**src/rtl/apb_master.sv**
```systemverilog
// APB master: accepts one local command at a time and runs it as an
// APB SETUP/ACCESS transfer, returning a single-cycle response pulse.
// Optional feature macro: APB_TIMEOUT_EN. When defined, an ACCESS phase
// that sees TIMEOUT consecutive PREADY=0 cycles ends with an error response.
module apb_master #(
    parameter int ADDR_WIDTH = 8,
    parameter int DATA_WIDTH = 32,
    parameter int TIMEOUT    = 16
) (
    input  logic                  PCLK,
    input  logic                  PRESET,
    input  logic                  cmd_valid,
    output logic                  cmd_ready,
    input  logic                  cmd_write,
    input  logic [ADDR_WIDTH-1:0] cmd_addr,
    input  logic [DATA_WIDTH-1:0] cmd_wdata,
    output logic                  rsp_valid,
    output logic [DATA_WIDTH-1:0] rsp_rdata,
    output logic                  rsp_slverr,
    output logic                  PSEL,
    output logic                  PENABLE,
    output logic                  PWRITE,
    output logic [ADDR_WIDTH-1:0] PADDR,
    output logic [DATA_WIDTH-1:0] PWDATA,
    input  logic                  PREADY,
    input  logic                  PSLVERR,
    input  logic [DATA_WIDTH-1:0] PRDATA
);

    typedef enum logic [1:0] {
        IDLE   = 2'd0,
        SETUP  = 2'd1,
        ACCESS = 2'd2
    } state_t;

    state_t                  r_state;
    logic                    r_cmd_ready;
    logic                    r_rsp_valid;
    logic [DATA_WIDTH-1:0]   r_rsp_rdata;
    logic                    r_rsp_slverr;
    logic                    r_psel;
    logic                    r_penable;
    logic                    r_pwrite;
    logic [ADDR_WIDTH-1:0]   r_paddr;
    logic [DATA_WIDTH-1:0]   r_pwdata;

    logic                    w_accept;
    logic [DATA_WIDTH-1:0]   w_rdata_cap;

`ifdef APB_TIMEOUT_EN
    // Counter only needs to reach TIMEOUT-1; the next stalled cycle fires.
    localparam int CNT_W = (TIMEOUT > 1) ? $clog2(TIMEOUT) : 1;
    logic [CNT_W-1:0]        r_to_cnt;
    logic                    w_to_hit;
    assign w_to_hit = (r_to_cnt == CNT_W'(TIMEOUT - 1));
`else
    // TIMEOUT has no effect in this build; ACCESS waits for PREADY forever.
    logic                    w_unused_timeout;
    assign w_unused_timeout = (TIMEOUT != 0);
`endif

    assign w_accept    = cmd_valid & r_cmd_ready;
    // Writes return zero read data so stale PRDATA never leaks out.
    assign w_rdata_cap = r_pwrite ? '0 : PRDATA;

    // Transfer FSM; every output is a register updated here.
    always_ff @(posedge PCLK or posedge PRESET) begin
        if (PRESET) begin
            r_state      <= IDLE;
            r_cmd_ready  <= 1'b0;
            r_rsp_valid  <= 1'b0;
            r_rsp_rdata  <= '0;
            r_rsp_slverr <= 1'b0;
            r_psel       <= 1'b0;
            r_penable    <= 1'b0;
            r_pwrite     <= 1'b0;
            r_paddr      <= '0;
            r_pwdata     <= '0;
`ifdef APB_TIMEOUT_EN
            r_to_cnt     <= '0;
`endif
        end else begin
            r_rsp_valid <= 1'b0;
            case (r_state)
                IDLE: begin
                    if (w_accept) begin
                        r_state     <= SETUP;
                        r_cmd_ready <= 1'b0;
                        r_psel      <= 1'b1;
                        r_penable   <= 1'b0;
                        r_pwrite    <= cmd_write;
                        r_paddr     <= cmd_addr;
                        r_pwdata    <= cmd_wdata;
`ifdef APB_TIMEOUT_EN
                        r_to_cnt    <= '0;
`endif
                    end else begin
                        r_cmd_ready <= 1'b1;
                    end
                end
                SETUP: begin
                    r_state   <= ACCESS;
                    r_penable <= 1'b1;
                end
                ACCESS: begin
                    // PREADY wins over a timeout reached in the same cycle.
                    if (PREADY) begin
                        r_state      <= IDLE;
                        r_psel       <= 1'b0;
                        r_penable    <= 1'b0;
                        r_cmd_ready  <= 1'b1;
                        r_rsp_valid  <= 1'b1;
                        r_rsp_slverr <= PSLVERR;
                        r_rsp_rdata  <= w_rdata_cap;
                    end
`ifdef APB_TIMEOUT_EN
                    else if (w_to_hit) begin
                        r_state      <= IDLE;
                        r_psel       <= 1'b0;
                        r_penable    <= 1'b0;
                        r_cmd_ready  <= 1'b1;
                        r_rsp_valid  <= 1'b1;
                        r_rsp_slverr <= 1'b1;
                        r_rsp_rdata  <= '0;
                    end else begin
                        r_to_cnt <= r_to_cnt + 1'b1;
                    end
`endif
                end
                default: begin
                    r_state     <= IDLE;
                    r_psel      <= 1'b0;
                    r_penable   <= 1'b0;
                    r_cmd_ready <= 1'b0;
                end
            endcase
        end
    end

    assign cmd_ready  = r_cmd_ready;
    assign rsp_valid  = r_rsp_valid;
    assign rsp_rdata  = r_rsp_rdata;
    assign rsp_slverr = r_rsp_slverr;
    assign PSEL       = r_psel;
    assign PENABLE    = r_penable;
    assign PWRITE     = r_pwrite;
    assign PADDR      = r_paddr;
    assign PWDATA     = r_pwdata;

endmodule
```
**config.mk**
```make
export PLATFORM = sky130hd
export DESIGN_NAME = apb_master
export DESIGN_NICKNAME = d
export VERILOG_FILES = /design/src/rtl/apb_master.sv
export SDC_FILE = /design/constraint.sdc
export NUM_CORES = 1
export LEC_CHECK = 0
export BUFFER_PORTS_ARGS = -buffer_cell sky130_fd_sc_hd__buf_2
export CORE_ASPECT_RATIO = 0.75
export CORE_MARGIN = 2
export CORE_UTILIZATION = 45
export CTS_BUF_LIST = sky130_fd_sc_hd__clkbuf_4
export CTS_CLUSTER_SIZE = 8
export DETAILED_ROUTE_END_ITERATION = 12
export GPL_TIMING_DRIVEN = 0
export PLACE_DENSITY_LB_ADDON = 0.2
export SETUP_SLACK_MARGIN = 0.02
export SYNTH_ARGS = -nofsm -noshare
export SYNTH_HDL_FRONTEND = slang
export SYNTH_SLANG_ARGS = --single-unit
```
**constraint.sdc**
```tcl
create_clock -name PCLK -period 4.05 [get_ports PCLK]
set_clock_uncertainty 0.15 [all_clocks]
set_input_delay 0.6075 -clock PCLK [delete_from_list [all_inputs] [get_ports PCLK]]
set_output_delay 0.6075 -clock PCLK [all_outputs]
set_load 0.05 [all_outputs]
```
==> results by group, run 1 <==
Outcome
  • Status: finished, final reports clean

STA
  • Final hold viol count: 0
  • RSZ-0062 raised after global routing: no
  • Min Clock Period, post-route: between 1.5 and 2 ns
  • Crit share post-route: 0.4853
  • Count of pins over their slew limit: 0
  • Slew at the pin with the worst max-slew slack: between 0.5 and 0.6 ns
  • Final Setup Violations: 0
  • Setup TNS: 0 ns
  • Worst-case hold slack: about 0.26 ns
  • Rel. slew slack: 0.6492
  • Max Freq: 508.7 MHz

Yosys
  • Post-Syn Area: approximately 0.0034 mm^2
  • Leading register cell type out of synthesis: dfrtp_1
  • Asr flop ratio synth: 1.000
  • YS warnings: 0
  • Net Count, Synth: ~290
  • Gate Count Post-Synth: 208
  • Synth unique cells: 18
  • Avg Synthesized Cell Area: between 15 and 20 um^2
  • Sequential share of the synthesized area: 0.5735
  • Yosys reg bits: a little under 80
  • EDFF count, synth: 0

Cells and area
  • Most frequent cells in the layout: 156 x buf_2, 79 x dfrtp_1, 66 x mux2_4
  • Area delta synth->final: 32.12%
  • Ant. Diodes: 0
  • Nets: 454
  • Fillers: 580
  • Share of post-route cells with drive strength above 1: 0.6535
  • Multi-input gate area: around 0.0014 mm^2
  • Most common cell after layout, fill and taps aside: buf_2
  • FF+latch area: 0.001977 mm^2

Setup path
  • Max FO, Critical Path: 7
  • Crit path kind: flop to primary output
  • Required time worst endpoint: approximately 3.3 ns
  • Nature of the critical path startpoint: flop
  • Delay of the slowest cell on the worst path: about 0.5 ns
  • Crit path max-delay family: flip-flops
  • Crit path cell chain: buf_2
  • CP endpoint kind: primary output
  • Slowest-stage cell, CP: dfrtp_1
  • Crit path DAT: about 1.2 ns
  • CP Buf/Inv Count: 1

GRT
  • Antenna violations before repair: 0
  • Grt total ovfl: 0
  • Largest net degree at the start of global routing: 66
  • Gr usage total: 0.1783
  • First-pass GRT wire length: between 10000 and 15000 um
  • Vias in the first global route: around 2200

Routing
  • Detailed Route WL: approximately 7000 um
  • Wire per inst: 14.79 um
  • First-pass DRT Iterations: 4
  • Drt drc: 0
  • DR vias: 2188
  • Post-route ant nets: 0
  • Via density: 4.539
  • Starting DRT DRC Count: 39

Run
  • Maximum Capacitance Violations: 0

Floorplan
  • Die Span Y: ~80 um
  • Core area: approximately 0.0074 mm^2
  • Full die area: ~0.0084 mm^2
  • Die X: 105.1 um
  • IO Pins: between 150 and 200
  • # rows: 27
  • Starting density of the core: 0.4659

Clock tree
  • Post-CTS sizing: 0
  • Clock sinks: 79
  • CTS Buf Count: 9
  • Root buf cell: clkbuf_4
  • Clock-pin slew on the worst setup and hold paths: approximately 0.12 ns
  • H-tree depth: 3
  • Clk buf depth: 2
  • Clk_lat worst skew: between 0.4 and 0.5 ns
  • CTS tree: yes

Place
  • Routability cong.: between 0.7 and 0.8
  • HPWL after detailed placement: roughly 5100 um
  • IO buf count: ~160

Worst hold path
  • HP Class: input pin to flop
==> layout make-up <==
| type | instances | area share |
|---|---|---|
| buffer | 12 | 0.02335 |
| clock buffer | 11 | 0.01813 |
| clock inverter | 5 | 0.01813 |
| inverter | 1 | 0.001374 |
| multi-input combinational | 116 | 0.2986 |
| sequential | 79 | 0.4341 |
| tap | 101 | 0.02775 |
| timing repair buffer | 157 | 0.1786 |
==> cell families (layout without fill, tap and decap cells) <==
family / Yosys count / after routing / share of synthesized area
mux: 75 / 75 / 0.3165
compound gates: 2 / 2 / 0.004720
buf+inv: 13 / 186 / 0.03194
flops: 79 / 79 / 0.5735
simple gates: 39 / 39 / 0.07332
==> state kept, by name, indices dropped and copies added (netlist names) <==
name	flops
rsp_rdata	32
rsp_slverr	1
PADDR	8
r_state	2
rsp_valid	1
PWDATA	32
cmd_ready	1
PSEL	1
PWRITE	1
==> per-layer routing <==
metal | part of all wire | vias to the layer above | global-route usage
met3 | 0.076 | 11 | 0.07184
met1 | 0.49 | 1032 | 0.2476
met5 | 0 | - | 0
met4 | 0.015 | 0 | 0.05600
met2 | 0.42 | 97 | 0.2558
li1 | - | 1048 | -
==> metrics by stage <==
stage	utilization	setup slack, ns	std cells	instance area (um^2)
after floorplan	-	1.269	208	3447
after global placement	0.5879	0.3522	464	4349
after detailed placement	0.5919	2.111	465	4379
after CTS	0.6156	2.040	482	4554
after global routing	0.6156	1.987	482	4554
final	0.6156	2.084	482	4554
==> Yosys cell counts (3+ instances only) <==
cell,n,area [um^2]
dfrtp_1,79,1977
mux2_4,66,991.0
nor2b_1,33,206.5
buf_6,8,90.09
mux2_1,7,78.83
clkbuf_1,3,11.26
==> worst paths after layout <==
path                                         from  slack (ns)                         to  cells past startpoint
setup reg to reg           r_state[0]$_DFFE_PP0P_        2.36  rsp_rdata[19]$_DFFE_PP0P_                      4
max in group asynchronous                  PRESET        2.68     PWDATA[13]$_DFFE_PP0P_                      4
setup / recovery               PWRITE$_DFFE_PP0P_        2.08                     PWRITE                      1
hold reg to reg            PWDATA[12]$_DFFE_PP0P_        0.34     PWDATA[12]$_DFFE_PP0P_                      1
hold / removal                       cmd_wdata[9]        0.26      PWDATA[9]$_DFFE_PP0P_                      2
min in group asynchronous                  PRESET        0.49  rsp_rdata[15]$_DFFE_PP0P_                      3
==> what timing repair did <==
action                    4_1_cts  5_1_grt
setup buffers                   0        0
hold endpoints to repair       14        0
hold buffers                    1        0
Power of run 1 is left out: the tool's default activity adds up to more than one toggle a clock period on the data nets, which glitch-free logic cannot reach.
==> run 2, diff against run 1 <==
- ABC_AREA: unset -> 1
- clock period: 4.05 -> 2 ns (I/O delays scaled with it)
==> results by group, run 2 <==
Power
  • P per Cell Area: ~1900 mW/mm^2
  • Pleak: approximately 2.8 nW
  • Worst VDD drop: roughly 1.1 mV

Clock tree
  • Clock-pin slew on the worst setup and hold paths: 0.11 ns (was 0.12 ns)
  • Clk buf depth: 2 (unchanged)
  • Clock sinks: 79 (unchanged)
  • CTS tree: yes (unchanged)
  • Post-CTS sizing: 0 (unchanged)
  • CTS Buf Count: 9 (unchanged)
  • Clk_lat worst skew: 0.41 ns (about the same)
  • Root buf cell: clkbuf_4 (unchanged)
  • H-tree depth: 3 (unchanged)

Setup path
  • Delay of the slowest cell on the worst path: 0.45 ns (was 0.49 ns)
  • CP endpoint kind: primary output (unchanged)
  • Slowest-stage cell, CP: dfrtp_1 (unchanged)
  • CP Buf/Inv Count: 1 (unchanged)
  • Nature of the critical path startpoint: flop (unchanged)
  • Required time worst endpoint: 1.55 ns (was 3.29 ns)
  • Crit path DAT: 1.17 ns (was 1.21 ns)
  • Crit path kind: flop to primary output (unchanged)
  • Max FO, Critical Path: 4 (was 7)
  • Crit path max-delay family: flip-flops (unchanged)
  • Crit path cell chain: buf_2 (unchanged)
  • R2R Setup Slk: 0.60 ns (was 2.36 ns)

Routing
  • Detailed Route WL: 8916 um (was 7127 um)
  • Drt drc: 0 (unchanged)
  • Post-route ant nets: 0 (unchanged)
  • First-pass DRT Iterations: 4 (unchanged)
  • DR vias: 3095 (was 2188)
  • Starting DRT DRC Count: 111 (was 39)
  • Wire per inst: 13.33 um (was 14.79 um)
  • Via density: 4.626 (was 4.539)

Floorplan
  • # rows: 26 (was 27)
  • Die X: 99.87 um (was 105.1 um)
  • Full die area: 0.007580 mm^2 (was 0.008383 mm^2)
  • Die Span Y: 75.90 um (was 79.80 um)
  • Starting density of the core: 0.4606 (was 0.4659)
  • IO Pins: 156 (unchanged)
  • Core area: 0.006734 mm^2 (was 0.007398 mm^2)

Cells and area
  • FF+latch area: 0.001977 mm^2 (unchanged)
  • Area delta synth->final: 59.38% (was 32.12%)
  • Most common cell after layout, fill and taps aside: nand2_1 (was buf_2)
  • Fin util: 0.7341 (was 0.6156)
  • Fillers: 500 (was 580)
  • Fin cells: 669 (was 482)
  • Most frequent cells in the layout: 196 x nand2_1, 161 x buf_2, 79 x dfrtp_1 (was 156 x buf_2, 79 x dfrtp_1, 66 x mux2_4)
  • Ant. Diodes: 0 (unchanged)
  • Nets: 660 (was 454)
  • Final instance area: 0.004943 mm^2 (was 0.004554 mm^2)
  • Multi-input gate area: 955.9 um^2 (was 0.001360 mm^2)
  • Share of post-route cells with drive strength above 1: 0.3316 (was 0.6535)

Yosys
  • Sequential share of the synthesized area: 0.6374 (was 0.5735)
  • EDFF count, synth: 0 (unchanged)
  • Top cells by area, synth: dfrtp_1 64%, nand2_1 24%, o21ai_1 4.4%, buf_6 2.9%, buf_2 0.97% (was dfrtp_1 57%, mux2_4 29%, nor2b_1 6.0%, buf_6 2.6%, mux2_1 2.3%)
  • Yosys reg bits: 79 (unchanged)
  • Net Count, Synth: 417 (was 286)
  • Post-synth top cells: 196 x nand2_1, 79 x dfrtp_1, 27 x o21ai_1 (was 79 x dfrtp_1, 66 x mux2_4, 33 x nor2b_1)
  • YS warnings: 0 (unchanged)
  • Most common cell in the synthesized netlist: nand2_1 (was dfrtp_1)
  • Post-Syn Area: 0.003102 mm^2 (was 0.003447 mm^2)
  • Gate Count Post-Synth: 339 (was 208)
  • Leading register cell type out of synthesis: dfrtp_1 (unchanged)
  • Cell taking the most area after synthesis: dfrtp_1 (unchanged)
  • Avg Synthesized Cell Area: 9.150 um^2 (was 16.57 um^2)
  • Yosys top cell area share: 0.6374 (was 0.5735)
  • Synth unique cells: 17 (was 18)
  • Asr flop ratio synth: 1.000 (unchanged)

Place
  • Placed cells: 580 (was 465)
  • Placed cell areas: 0.004026 mm^2 (was 0.004379 mm^2)
  • Routability cong.: 0.7778 (was 0.7691)
  • IO buf count: 155 (unchanged)
  • HPWL after detailed placement: 5286 um (was 5083 um)

Run
  • Maximum Capacitance Violations: 0 (unchanged)

GRT
  • Largest net degree at the start of global routing: 34 (was 66)
  • Vias in the first global route: 3275 (was 2218)
  • Grt total ovfl: 0 (unchanged)
  • First-pass GRT wire length: 14920 um (was 11440 um)
  • Antenna violations before repair: 0 (unchanged)
  • Gr usage total: 0.2491 (was 0.1783)

STA
  • Final hold viol count: 0 (unchanged)
  • Max Freq: a little over 600 MHz
  • Count of pins over their slew limit: 0 (unchanged)
  • Min Clock Period, post-route: between 1.5 and 2 ns
  • RSZ-0062 raised after global routing: no (unchanged)
  • Setup TNS: 0 ns (unchanged)
  • Rel. slew slack: 0.6748 (was 0.6492)
  • Slew at the pin with the worst max-slew slack: 0.4868 ns (was 0.5262 ns)
  • Final Setup Violations: 0 (unchanged)
  • Crit share post-route: 0.8105

Worst hold path
  • HP Class: input pin to flop (unchanged)

Outcome
  • Status: finished, final reports clean (unchanged)
==> run 2: metrics by stage <==
stage                     hold WS (ns)  setup slack [ns]  total power (W)
after floorplan                 0.2596            0.4478         0.006675
after global placement          0.3043           0.08642         0.007804
after detailed placement        0.2083            0.6247         0.007903
after CTS                      0.06414            0.3458         0.009165
after global routing           0.09699            0.3049         0.009699
final                          0.09211            0.3790         0.009156
==> run 2: where the power goes <==
group / switching, W / leakage, nW / internal, W
Combinational: 0.00400 / 1.70 / 0.00125
Clock: 0.000525 / 0.0893 / 0.000614
Sequential: 0.000408 / 0.996 / 0.00235
==> run 2: metal layers <==
metal	track usage	vias up	part of all wire
met1	0.2869	1438	0.40
met2	0.4439	111	0.51
met5	0	-	0
met4	0.07671	0	0.017
met3	0.07565	16	0.067
li1	-	1530	-
==> run 2: kinds of logic (layout without fill, tap and decap cells) <==
family,count (synthesis),after routing,share of synthesized area
simple gates,201,201,0.2513
flops,79,79,0.6374
compound gates,33,33,0.05688
buf+inv,26,272,0.05446
==> run 2: worst min-delay path, stage by stage <==
cell and delay (ns):
buf_2 0.07, nand2_1 0.06, nand2_1 0.06, nand2_1 0.04, inv_1 0.04, nand2_1 0.05
==> run 2: final timing paths <==
path	depth (start not counted)	end	from
min reg2reg	2	PWDATA[0]$_DFFE_PP0P_	PWDATA[0]$_DFFE_PP0P_
min	6	cmd_ready$_DFFE_PP0P_	cmd_valid
max	1	PENABLE	r_state[1]$_DFFE_PP0P_
min in group asynchronous	3	PWDATA[11]$_DFFE_PP0P_	PRESET
max in group asynchronous	4	PSEL$_DFFE_PP0P_	PRESET
max reg2reg	4	rsp_rdata[1]$_DFFE_PP0P_	PWRITE$_DFFE_PP0P_
==> run 2: layout make-up <==
type	count	area share
inverter	8	0.007340
timing repair buffer	232	0.3169
multi-input combinational	234	0.1934
sequential	79	0.3999
clock buffer	9	0.01367
buffer	18	0.02759
tap	84	0.02126
clock inverter	5	0.01999
==> run 2: what timing repair did <==
item                                   CTS  global route
endpoints found under the hold margin   92             0
buffers inserted                         0             0
hold buffers                            75             0
No activity file was read; power rests on OpenSTA's default activity.
